<file path="src/rtl/fpga_tick_gen.sv">
// fpga_tick_gen: NCH independent clock dividers, each producing a 50% duty clk_out and a one-cycle tick.
// New divide values are staged in a shadow register and only take effect at a period boundary.
module fpga_tick_gen #(
  parameter int NCH         = 2,
  parameter int CW          = 24,
  parameter int DEFAULT_DIV = 125000
) (
  input  logic              clk25mhz,
  input  logic              reset_n,
  input  logic [NCH-1:0]    enable,
  input  logic [NCH-1:0]    div_load,
  input  logic [NCH*CW-1:0] div_in,
  input  logic              sync,
  output logic [NCH-1:0]    clk_out,
  output logic [NCH-1:0]    tick,
  output logic [NCH*CW-1:0] div_active
);

  localparam logic [CW-1:0] RESET_DIV = CW'(DEFAULT_DIV);
  localparam logic [CW-1:0] ONE       = CW'(1);

  for (genvar i = 0; i < NCH; i++) begin : g_ch
    logic [CW-1:0] cnt;
    logic [CW-1:0] cnt_nxt;
    logic [CW-1:0] active_div;
    logic [CW-1:0] active_nxt;
    logic [CW-1:0] shadow_div;
    logic [CW-1:0] shadow_nxt;
    logic          pending;
    logic          pending_nxt;
    logic          clk_q;
    logic          clk_nxt;
    logic          tick_q;
    logic          tick_nxt;
    logic [CW-1:0] load_val;
    logic          load_ok;
    logic          terminal;

    assign load_val = div_in[i*CW +: CW];
    assign load_ok  = div_load[i] && (load_val != '0);
    // active_div is never zero, so the subtraction cannot wrap; >= keeps cnt bounded regardless
    assign terminal = (cnt >= (active_div - ONE));

    always_comb begin
      cnt_nxt     = cnt;
      active_nxt  = active_div;
      shadow_nxt  = shadow_div;
      pending_nxt = pending;
      clk_nxt     = clk_q;
      tick_nxt    = 1'b0;

      if (!enable[i]) begin
        cnt_nxt = '0;
        if (load_ok) begin
          active_nxt  = load_val;
          pending_nxt = 1'b0;
        end
      end else begin
        if (sync) begin
          cnt_nxt = '0;
          clk_nxt = 1'b0;
        end else if (terminal) begin
          cnt_nxt  = '0;
          tick_nxt = 1'b1;
          clk_nxt  = ~clk_q;
          if (pending) begin
            active_nxt  = shadow_div;
            pending_nxt = 1'b0;
          end
        end else begin
          cnt_nxt = cnt + ONE;
        end

        // A load arriving on a boundary edge is staged for the following boundary
        if (load_ok) begin
          shadow_nxt  = load_val;
          pending_nxt = 1'b1;
        end
      end
    end

    always_ff @(posedge clk25mhz or negedge reset_n) begin
      if (!reset_n) begin
        cnt        <= '0;
        active_div <= RESET_DIV;
        shadow_div <= RESET_DIV;
        pending    <= 1'b0;
        clk_q      <= 1'b0;
        tick_q     <= 1'b0;
      end else begin
        cnt        <= cnt_nxt;
        active_div <= active_nxt;
        shadow_div <= shadow_nxt;
        pending    <= pending_nxt;
        clk_q      <= clk_nxt;
        tick_q     <= tick_nxt;
      end
    end

    assign clk_out[i]              = clk_q;
    assign tick[i]                 = tick_q;
    assign div_active[i*CW +: CW]  = active_div;
  end

endmodule
</file>
<file path="config.mk">
export PLATFORM = sky130hd
export DESIGN_NAME = fpga_tick_gen
export DESIGN_NICKNAME = d
export VERILOG_FILES = /design/src/rtl/fpga_tick_gen.sv
export SDC_FILE = /design/constraint.sdc
export NUM_CORES = 1
export LEC_CHECK = 0
export BUFFER_PORTS_ARGS = -buffer_cell sky130_fd_sc_hd__buf_2
export CAP_MARGIN = 20
export CORE_UTILIZATION = 59
export DETAILED_ROUTE_END_ITERATION = 8
export GPL_ROUTABILITY_DRIVEN = 0
export PLACE_DENSITY = 0.91
export SYNTH_ARGS = -nofsm -noshare
export SYNTH_HDL_FRONTEND = slang
export SYNTH_SLANG_ARGS = --single-unit
</file>
<file path="constraint.sdc">
create_clock -name clk25mhz -period 5.6 [get_ports clk25mhz]
set_input_delay 1.12 -clock clk25mhz [delete_from_list [all_inputs] [get_ports clk25mhz]]
set_output_delay 1.12 -clock clk25mhz [all_outputs]
set_load 0.03 [all_outputs]
</file>
== Word-level counts from Yosys, hierarchy flattened ==
Index checks and enable logic that the tools add are counted.
Storage, ports and cells
  register bits after elaboration: 150
  logic and storage cells: 82
  input bits: 55
  output and inout bits: 52
Operators by class
  equality and inequality tests: 8
  reduce and logical (&&, ||, !) cells: 18
  muxes and demuxes: 36
  bitwise logic cells: 2
  add/subtract/negate cells: 4
  order comparisons: 2
Operator list (count)
  24-bit 2-to-1 mux: 16
  24-bit by 1-bit adder with 24-bit output, second input constant: 2
  24-bit >= comparator: 2
  24-bit nonzero test: 2
  24-bit by 1-bit subtractor with 24-bit output, second input constant: 2
  1-bit 2-to-1 mux: 20
  2-bit by 1-bit != test with 1-bit output, second input constant: 6
  2-bit nonzero test: 6
  2-bit AND reduction: 4
  4-bit AND reduction: 2
  3-bit AND reduction: 2
  2-bit != test, second input constant: 2
  1-bit logical AND: 2
  1-bit NOT: 2

== Logic depth before layout (Yosys ltp) ==
  word-level depth: 6
  gate-level depth with buffers: 16
  mapped depth without buffers: 14

== Least setup slack after synthesis ==
Ideal clock, no wire load.
  path kind: register to register
  start point: register g_ch[0].active_div[9]
  end point: register g_ch[0].active_div[17]
  setup slack: 927 ps
  data required time: 5475 ps
  clock period less this slack: 4673 ps
  setup time: 125 ps
  data arrival time: 4549 ps
  stages on the path, launching flop included: 16
  buffers on the path: 2
  cell sequence: dfrtp_1 -> or4_4 -> or3_4 -> or4_4 -> nor3_2 -> nor3b_2 -> xnor2_1 -> ha_1 -> nand4_1 -> nor4_1 -> or3b_2 -> o22a_1 -> o31a_1 -> clkbuf_1 -> buf_2 -> mux2_2
Between the ends
  cells in the longest elaborated chain, start to end: 4
RTL lines
  start: declaration: line 25  | logic [CW-1:0] active_div;
  start signal: assignment: line 92  | active_div <= active_nxt;
  24-bit by 1-bit subtractor with 24-bit output: line 42  | assign terminal = (cnt >= (active_div - ONE));
  24-bit >= comparator: line 42
  2-bit by 1-bit != test with 1-bit output (no line)
  4-bit AND reduction (no line)
No other way between the ends.
A chain may end at the register's enable or synchronous reset.

== Worst setup path in the final report ==
  start point: register g_ch[0].active_div[9]
  end point: register g_ch[0].active_div[20]
The elaborated chain is that of the path after synthesis.

==> flow_metrics.py <==
metrics = {
    "power": {
        "leakagePower_nw": 4.27,
        "peakVddDrop_v": 0.000333,
        "power_w": 0.00326,
        "power_density_nw_per_um2": 331,
    },
    "worst_setup_path": {
        "cp.arrival_ns": 5.18,
        "start_kind": "flop",
        "crit_family": "simple AND/OR/NAND/NOR gates",
        "crit_slowest_cell": "or4_4",
        "slowest_delay_ns": 0.56,
        "path_cells": "or4_4 -> or3_4 -> or4_4 -> nor3_2 -> nor3b_2 -> xnor2_1 -> ha_1 -> nand4_1 -> nor4_1 -> or3b_2 -> o22a_1 -> o31a_1 -> buf_8 -> mux2_2",
        "critical_path_class": "flop to flop",
        "cpMostUsedCell": "or4_4",
        "cp_max_fo": 19,
        "worstPathRequired_ns": 5.92,
        "cp_num_buf_inv": 1,
        "endpoint_kind": "flop",
    },
    "timing": {
        "max_slew.worst_pin.slew_ns": 0.987,
        "fin_crit_sh": 0.870,
        "rsz0062_at_grt": "no",
        "skew_ns": 0.00815,
        "fin_crit_ns": 4.87,
        "max_freq_mhz": 205,
        "timing.slew.headroom": 0.342,
        "drv_slew": 0,
        "setup_viol": 0,
        "whs_ns": 0.498,
        "final-hold-violation-count": 0,
        "setup_tns_ns": 0,
    },
    "die": {
        "num_rows": 43,
        "core-area_um2": 14000,
        "die_h_um": 122,
        "die_area_um2": 15000,
        "boundaryPins": 107,
        "initial_core_util": 0.612,
        "die_w_um": 122,
    },
    "synthesis": {
        "synth_largest_area_cell": "dfrtp_1",
        "synth_nets": 879,
        "synth_warnings": 0,
        "avgSynthCellArea_um2": 11.1,
        "synth-edff-count": 0,
        "synth_ff_type": "dfrtp_1",
        "ys_ff_latch": 150,
        "synth_most_common_cell": "mux2_2",
        "ys_top_cells_by_area": "dfrtp_1, mux2_2, dfstp_2",
        "yosysTopAreaCellShare": 0.357,
        "syn-cell-area_um2": 8550,
        "ys_top_cells_by_count": "mux2_2, dfrtp_1, nor2_1",
        "ys_types": 48,
        "seq_area_frac_synth": 0.443,
        "synthArstFlopShare": 1.00,
        "synth_cells": 772,
    },
    "status": {
        "status": "finished, final reports clean",
    },
    "finish": {
        "diodes": 0,
        "final_cells": 1071,
        "syn2layout_area_growth_pct": 15.0,
        "drive_above_1_share": 0.356,
        "fillers": 936,
        "fin_nets": 985,
        "finalInstanceArea_um2": 9840,
    },
    "drt": {
        "drtAntennaViolNets": 0,
        "dr_total_vias": 6269,
        "drc": 0,
        "drt_first_pass_iters": 5,
        "vias_per_cell": 5.85,
        "drt-total-wl_um": 19200,
        "drt_iter0_markers": 381,
        "wl_per_cell_um": 17.9,
    },
    "hold_path": {
        "hp-class": "flop to flop",
    },
    "grt": {
        "antenna_found_initial": 0,
        "grt_pass1_vias": 6208,
        "grt.overflow.total": 0,
        "grt_max_degree": 113,
        "grtUsageTotal": 0.272,
        "grt_pass1_wl_um": 30900,
    },
    "cts": {
        "cts_root_buffer": "clkbuf_16",
        "cts_max_path_buffers": 2,
        "cts_tree": "built",
        "cts_setup_buffers": 0,
        "ctsResizeCount": 0,
        "clock-sinks": 150,
        "h-tree-depth": 4,
        "clk_pin_slew_ns": 0.06,
        "cts_hold_buf": 0,
        "insertion_delay_ns": 0.43,
        "cts_buffers": 17,
    },
    "placement": {
        "dp.cells": 1036,
        "place_hpwl_um": 13500,
        "portBuffers": 106,
        "post_dp_cell_area_um2": 9230,
    },
    "job": {
        "drv_cap": 0,
    },
}
[through the flow]
stage / setup slack (ns) / util
final: 0.731 / 0.703
after global routing: 0.555 / 0.703
after CTS: 0.540 / 0.700
after detailed placement: 0.663 / 0.659
after global placement: 0.811 / 0.659
after floorplan: 0.927 / -
[path summary, 6_finish.rpt]
| check | startpoint | endpoint | slack (ns) | cells after the start |
|---|---|---|---|---|
| min in group asynchronous | reset_n | g_ch[1].shadow_div[2] | 0.83 | 1 |
| min reg2reg | g_ch[0].shadow_div[23] | g_ch[0].shadow_div[23] | 0.50 | 1 |
| max | g_ch[0].active_div[9] | g_ch[0].active_div[20] | 0.73 | 14 |
| min | g_ch[0].shadow_div[23] | g_ch[0].shadow_div[23] | 0.50 | 1 |
| max reg2reg | g_ch[0].active_div[9] | g_ch[0].active_div[20] | 0.73 | 14 |
| max in group asynchronous | reset_n | g_ch[1].cnt[14] | 3.64 | 2 |
[state kept, by name, summed over array words and instances (netlist names)]
name             flops
g_ch.pending         2
g_ch.clk_q           2
g_ch.shadow_div     48
g_ch.active_div     48
g_ch.cnt            48
g_ch.tick_q          2
[power by group]
group	total (W)	internal [W]	leakage (nW)	switching, W
clock	0.00109	0.000624	0.269	0.000466
sequential	0.00140	0.00125	1.84	0.000158
combinational	0.000765	0.000323	2.16	0.000442
[layer usage]
metal  GRT usage  wire, um  vias to the layer above
met4       0.126       577                        0
met3      0.0609       825                       45
met2       0.437      9550                      157
met1       0.349      8240                     3086
li1            -         -                     2981
met5           0         0                        -
[cell type report]
| class | count | area [um2] | share of cell area |
|---|---|---|---|
| Inverter | 11 | 41.3 | 0.00420 |
| Timing Repair Buffer | 112 | 604 | 0.0614 |
| Multi-Input combinational cell | 586 | 4610 | 0.469 |
| Clock inverter | 14 | 128 | 0.0130 |
| Clock buffer | 18 | 439 | 0.0446 |
| Sequential cell | 150 | 3790 | 0.385 |
| Tap cell | 180 | 225 | 0.0229 |
[cell usage in the layout (no fill, tap or decap), drive strengths merged, types with 2 or more instances in the layout]
cell type and instances:
xor2 41, clkinvlp 4, or4 6, nor2b 2, nand4b 3, or2 3
and3 13, ha 52, nand4 14, clkbuf 18, mux2i 8, or3 7
nor3 20, dfrtp 122, nand3 23, nor2 82, nand2b 5, nor4 23
nand2 45, nor3b 2, inv 13, a211oi 7, a21oi 14, buf 112
xnor2 47, o21ai 12, dfstp 28, and2 2, mux2 136, and4 4
clkinv 7, a21o 2
[kinds of logic after synthesis]
logic type      Yosys count  share of synthesized area
fa+ha+maj                52                     0.0761
mux                     144                      0.188
buf+inv                  36                     0.0181
compound gates           45                     0.0333
flops                   150                      0.443
simple gates            257                      0.151
xor+xnor                 88                     0.0901
Power figures use the tool's default switching activity.
